$ cat config.mk
export PLATFORM = sky130hd
export DESIGN_NAME = lsu
export DESIGN_NICKNAME = d
export VERILOG_FILES = /design/src/rtl/lsu.sv
export SDC_FILE = /design/constraint.sdc
export NUM_CORES = 1
export LEC_CHECK = 0
export BUFFER_PORTS_ARGS = -buffer_cell sky130_fd_sc_hd__buf_2
export CORE_MARGIN = 4
export CORE_UTILIZATION = 43
export DETAILED_ROUTE_END_ITERATION = 10
export GPL_ROUTABILITY_DRIVEN = 0
export GPL_TIMING_DRIVEN = 0
export HOLD_SLACK_MARGIN = 0.06
export MAX_ROUTING_LAYER = met4
export PLACE_DENSITY_LB_ADDON = 0.12
export RECOVER_POWER = 25
export REMOVE_ABC_BUFFERS = 1
export SKIP_CTS_REPAIR_TIMING = 1
export SLEW_MARGIN = 30
export SYNTH_ARGS = -nofsm -noshare
export SYNTH_HDL_FRONTEND = slang
export SYNTH_SLANG_ARGS = --single-unit
$ cat constraint.sdc
create_clock -name clk -period 4.21 [get_ports clk]
set_input_delay 0.421 -clock clk [delete_from_list [all_inputs] [get_ports clk]]
set_output_delay 0.421 -clock clk [all_outputs]
set_load 0.01 [all_outputs]
$ cat src/rtl/lsu.sv
// Load/store stage: one instruction in flight, aligns and masks data-memory
// accesses, extends load data, and emits one writeback record per instruction.
module lsu #(
  parameter int unsigned XLEN = 32
) (
  input  logic            clk,
  input  logic            rst,
  input  logic            ex_valid,
  output logic            ex_ready,
  input  logic [XLEN-1:0] pc_ex,
  input  logic [XLEN-1:0] alu_result,
  input  logic [XLEN-1:0] store_data,
  input  logic            mem_ren,
  input  logic            mem_wen,
  input  logic [1:0]      mem_size,
  input  logic            mem_unsigned,
  input  logic            reg_wen_ex,
  input  logic [4:0]      rd_ex,
  output logic            dmem_req_valid,
  input  logic            dmem_req_ready,
  output logic [XLEN-1:0] dmem_addr,
  output logic            dmem_wen,
  output logic [XLEN-1:0] dmem_wdata,
  output logic [3:0]      dmem_wmask,
  input  logic            dmem_rsp_valid,
  input  logic [XLEN-1:0] dmem_rdata,
  output logic            ls_valid,
  input  logic            ls_ready,
  output logic [XLEN-1:0] pc_ls,
  output logic [4:0]      rd_ls,
  output logic            reg_wen_ls,
  output logic [XLEN-1:0] reg_wdata_ls,
  output logic            misalign_ls
);
  typedef enum logic [1:0] {S_IDLE, S_REQ, S_WAIT_RSP, S_DONE} state_t;

  state_t          state_q, state_d;
  logic            ex_ready_q, ex_ready_d;
  logic            req_valid_q, req_valid_d;
  logic            ls_valid_q, ls_valid_d;
  logic [XLEN-1:0] addr_q, addr_d;
  logic            wen_q, wen_d;
  logic [XLEN-1:0] wdata_q, wdata_d;
  logic [3:0]      wmask_q, wmask_d;
  logic [XLEN-1:0] pc_q, pc_d;
  logic [4:0]      rd_q, rd_d;
  logic            reg_wen_q, reg_wen_d;
  logic [XLEN-1:0] reg_wdata_q, reg_wdata_d;
  logic            misalign_q, misalign_d;
  logic            is_load_q, is_load_d;
  logic [1:0]      size_q, size_d;
  logic            uns_q, uns_d;
  logic [1:0]      off_q, off_d;

  logic [1:0]      off_in;
  logic            is_mem, misaligned;
  logic [7:0]      ld_byte;
  logic [15:0]     ld_half;
  logic [XLEN-1:0] ld_val;

  assign off_in     = alu_result[1:0];
  assign is_mem     = mem_ren | mem_wen;
  assign misaligned = ((mem_size == 2'd1) && off_in[0]) || (mem_size[1] && (off_in != 2'd0));

  // Lane extraction and extension of the returned read word
  always_comb begin
    ld_byte = dmem_rdata[7:0];
    case (off_q)
      2'd1:    ld_byte = dmem_rdata[15:8];
      2'd2:    ld_byte = dmem_rdata[23:16];
      2'd3:    ld_byte = dmem_rdata[31:24];
      default: ld_byte = dmem_rdata[7:0];
    endcase
    ld_half = off_q[1] ? dmem_rdata[31:16] : dmem_rdata[15:0];
    case (size_q)
      2'd0:    ld_val = {{(XLEN-8){ld_byte[7] & ~uns_q}}, ld_byte};
      2'd1:    ld_val = {{(XLEN-16){ld_half[15] & ~uns_q}}, ld_half};
      default: ld_val = dmem_rdata;
    endcase
  end

  always_comb begin
    state_d     = state_q;
    addr_d      = addr_q;
    wen_d       = wen_q;
    wdata_d     = wdata_q;
    wmask_d     = wmask_q;
    pc_d        = pc_q;
    rd_d        = rd_q;
    reg_wen_d   = reg_wen_q;
    reg_wdata_d = reg_wdata_q;
    misalign_d  = misalign_q;
    is_load_d   = is_load_q;
    size_d      = size_q;
    uns_d       = uns_q;
    off_d       = off_q;
    case (state_q)
      S_IDLE: begin
        if (ex_valid) begin
          pc_d        = pc_ex;
          rd_d        = rd_ex;
          reg_wdata_d = alu_result;
          misalign_d  = 1'b0;
          reg_wen_d   = reg_wen_ex & ~(is_mem & (mem_wen | misaligned));
          if (!is_mem) begin
            state_d = S_DONE;
          end else if (misaligned) begin
            misalign_d = 1'b1;
            state_d    = S_DONE;
          end else begin
            state_d   = S_REQ;
            addr_d    = {alu_result[XLEN-1:2], 2'b00};
            wen_d     = mem_wen;
            is_load_d = ~mem_wen;
            size_d    = mem_size;
            uns_d     = mem_unsigned;
            off_d     = off_in;
            case (mem_size)
              2'd0: begin
                wdata_d = {4{store_data[7:0]}};
                wmask_d = 4'(4'b0001 << off_in);
              end
              2'd1: begin
                wdata_d = {2{store_data[15:0]}};
                wmask_d = 4'(4'b0011 << off_in);
              end
              default: begin
                wdata_d = store_data;
                wmask_d = 4'b1111;
              end
            endcase
          end
        end
      end
      S_REQ:      if (dmem_req_ready) state_d = S_WAIT_RSP;
      S_WAIT_RSP: begin
        if (dmem_rsp_valid) begin
          state_d = S_DONE;
          if (is_load_q) reg_wdata_d = ld_val;
        end
      end
      S_DONE:     if (ls_ready) state_d = S_IDLE;
      default:    state_d = S_IDLE;
    endcase
    ex_ready_d  = (state_d == S_IDLE);
    req_valid_d = (state_d == S_REQ);
    ls_valid_d  = (state_d == S_DONE);
  end

  always_ff @(posedge clk or posedge rst) begin
    if (rst) begin
      state_q     <= S_IDLE;
      ex_ready_q  <= 1'b1;
      req_valid_q <= 1'b0;
      ls_valid_q  <= 1'b0;
      addr_q      <= '0;
      wen_q       <= 1'b0;
      wdata_q     <= '0;
      wmask_q     <= '0;
      pc_q        <= '0;
      rd_q        <= '0;
      reg_wen_q   <= 1'b0;
      reg_wdata_q <= '0;
      misalign_q  <= 1'b0;
      is_load_q   <= 1'b0;
      size_q      <= '0;
      uns_q       <= 1'b0;
      off_q       <= '0;
    end else begin
      state_q     <= state_d;
      ex_ready_q  <= ex_ready_d;
      req_valid_q <= req_valid_d;
      ls_valid_q  <= ls_valid_d;
      addr_q      <= addr_d;
      wen_q       <= wen_d;
      wdata_q     <= wdata_d;
      wmask_q     <= wmask_d;
      pc_q        <= pc_d;
      rd_q        <= rd_d;
      reg_wen_q   <= reg_wen_d;
      reg_wdata_q <= reg_wdata_d;
      misalign_q  <= misalign_d;
      is_load_q   <= is_load_d;
      size_q      <= size_d;
      uns_q       <= uns_d;
      off_q       <= off_d;
    end
  end

  assign ex_ready       = ex_ready_q;
  assign dmem_req_valid = req_valid_q;
  assign dmem_addr      = addr_q;
  assign dmem_wen       = wen_q;
  assign dmem_wdata     = wdata_q;
  assign dmem_wmask     = wmask_q;
  assign ls_valid       = ls_valid_q;
  assign pc_ls          = pc_q;
  assign rd_ls          = rd_q;
  assign reg_wen_ls     = reg_wen_q;
  assign reg_wdata_ls   = reg_wdata_q;
  assign misalign_ls    = misalign_q;
endmodule

==> reports/results.ini <==
[status]
status=finished, violations left
violations=capacitance limit, slew limit

[clocking]
clock-sinks=149
cts.clk_slew.worst_paths_ns=0.06
cts_made_buffers=17
htreeDepth=4
cts_tree=done
clk_path_buf_depth=2
clock_latency_ns=0.42
cts-root-buf=clkbuf_16

[power]
cellPowerDensity_nw_per_um2=734
vdd_drop_max_uv=333
leakage_nw=4.51

[worst_setup_path]
path_buf_inv=0
crit_chain=nand4b_1, a21oi_1, a21boi_1, a21oi_1
path_common_cell=a21oi_1
crit_fanout=17
worstPathArrival_ns=3.30
cp.depth=4
critical_path.top_delay_family=compound AO/OA/AOI/OAI gates
path_class=reg -> reg
crit_required_ns=4.47
max_stage_delay_ns=0.85
startpoint_type=flop
crit_path_top_delay_cell=nand4b_1
reg2regPathDepth=4
worstSetupEndpointType=flop

[yosys]
synth_area_leader_cell=dfrtp_1
synth_top_flop_cell=dfrtp_1
ys_warn_count=0
synth_seq_cells=149
yosys.cell_types.count=47
syn_avg_cell_area_um2=10.4
seq_area_frac_synth_pct=55.8
synth_area_leaders=dfrtp_1 (55%), nand2_1 (9.6%), mux2_2 (6.2%), mux2i_1 (4.5%), a21oi_1 (2.7%)
synth_area_um2=6690
synth-edff-count=0
synthCells=646
postSynth.asyncResetShare_pct=100
synth_top_area_share_pct=55.4

[sta]
rsz0062_at_grt=no
finalSetupTns_ns=0
final-hold-violation-count=0
skew_ns=0.00666
worst_slew_pin_slew_ns=2.59
final_max_slew_viol_count=57
slew_headroom_pct=-73.7
fin_crit_ns=3.05
max_freq_mhz=328
fin_crit_sh_pct=72.3
setup_viol=0
worst_hold_slack_ns=0.188

[placement]
dp_hpwl_um=15200
placed_cells=1091
numPortBuffers=285

[detailed_routing]
drt_iter0_markers=369
wire_per_inst_um=18.2
drc_errors=0
routed_via_density=5.34
dr_total_vias=6016
drtAntennaViolNets=0
firstDrtPassIters=5
drt_wl_total_um=20500

[finish]
final_cell_mix=buf_2 (239), nand2_1 (171), dfrtp_1 (148)
final_nets=1068
drive_gt1_share_pct=34.8
layout_commonest_cell=buf_2
area.growth.synth_to_final_pct=32.6
fill_cells=1367
fin_cells=1126

[global_routing]
grtUsageTotal_pct=24.0
overflow=0
grt_pass1_wl_um=32600
antenna_found_initial=2
grt_max_degree=94
grt_pass1_vias=6157

[floorplan]
ios=288
chipHeight_um=133
die_w_um=133
die_area_um2=17600
start_util_pct=44.0
rows=45
placeableCoreArea_um2=15200

[job]
maxCapViolations=1

[hold_path]
hold_depth=3
hp-class=in -> reg

Yosys cell counts, types with 2 or more instances:
cell,n
nor4bb_1,7
mux2i_1,30
a222oi_1,16
a211oi_1,6
a221o_1,11
nor3b_1,2
nor2b_1,10
buf_4,2
dfrtp_1,148
a21o_1,2
mux2_2,37
or3_1,2
nor3_1,7
nor2_1,10
nand2b_1,7
a221oi_1,8
nand3b_1,4
buf_1,5
clkbuf_1,30
nand2_1,171
a21oi_1,36
and3_1,5
o211ai_1,3
buf_2,10
o221ai_1,5
a31oi_1,4
a32oi_1,2
o21ai_0,35
inv_1,12
and2_1,2
state kept, by name (all words and copies together) (netlist names), 2 cells and up:
signal        count
dmem_addr        30
dmem_wdata       32
dmem_wmask        4
off_q             2
pc_ls            32
rd_ls             5
reg_wdata_ls     32
size_q            2
state_q           2
per-stage QoR:
step | power [mW] | setup WS, ns | utilization, % | area, um^2
final | 6.51 | 1.16 | 58.3 | 8860
after global routing | 6.95 | 1.04 | 58.3 | 8860
after CTS | 6.63 | 1.22 | 58.7 | 8920
after detailed placement | 5.09 | 1.20 | 54.8 | 8330
after global placement | 4.97 | -4.55 | 53.6 | 8140
after floorplan | 3.91 | -1.15 | - | 6480
cells by family after synthesis:
family                 share of synthesized area [%]
other                                         0.0561
buffers and inverters                           3.78
and+or+nand+nor                                 15.8
muxes                                           10.7
DFF                                             55.8
AOI/OAI and AO/OA                               13.9
cell type report:
| type | count | area, um^2 | area share [%] |
|---|---|---|---|
| Timing Repair Buffer | 305 | 1540 | 17.4 |
| Sequential cell | 149 | 3730 | 42.1 |
| Clock buffer | 24 | 492 | 5.55 |
| Antenna cell | 2 | 5.00 | 0.0565 |
| Tap cell | 188 | 235 | 2.65 |
| Clock inverter | 8 | 96.3 | 1.09 |
| Multi-Input combinational cell | 438 | 2720 | 30.6 |
| Inverter | 12 | 46.3 | 0.522 |
where the power goes:
group / internal, mW / switching (mW) / leakage (nW) / total [mW]
Clock: 0.934 / 0.580 / 0.290 / 1.51
Sequential: 2.10 / 0.461 / 1.84 / 2.56
Combinational: 1.06 / 1.37 / 2.38 / 2.43
Total: 4.10 / 2.41 / 4.51 / 6.51
path summary, 6_finish.rpt:
check | slack, ns | end | start
setup reg to reg | 1.16 | reg_wdata_ls[13] | state_q[1]
min in group asynchronous | 1.26 | dmem_wdata[11] | rst
max in group asynchronous | 1.66 | pc_ls[26] | rst
hold reg to reg | 0.47 | pc_ls[12] | pc_ls[12]
hold / removal | 0.19 | pc_ls[23] | pc_ex[23]
setup / recovery | 1.16 | reg_wdata_ls[13] | state_q[1]
per-layer routing:
| metal | global-route usage (%) | vias up | part of all wire (%) |
|---|---|---|---|
| met5 | - | - | 0 |
| met4 | 7.62 | 0 | 2.0 |
| met3 | 7.15 | 37 | 6.9 |
| met2 | 38.5 | 242 | 49 |
| met1 | 29.4 | 2895 | 42 |
| li1 | - | 2842 | - |
worst register-to-register path: stages (launching register included):
cell and delay [ns]:
dfrtp_1 0.75, nand4b_1 0.87, a21oi_1 0.42, a21boi_1 0.69
a21oi_1 0.16
No activity file was read; power rests on OpenSTA's default activity.
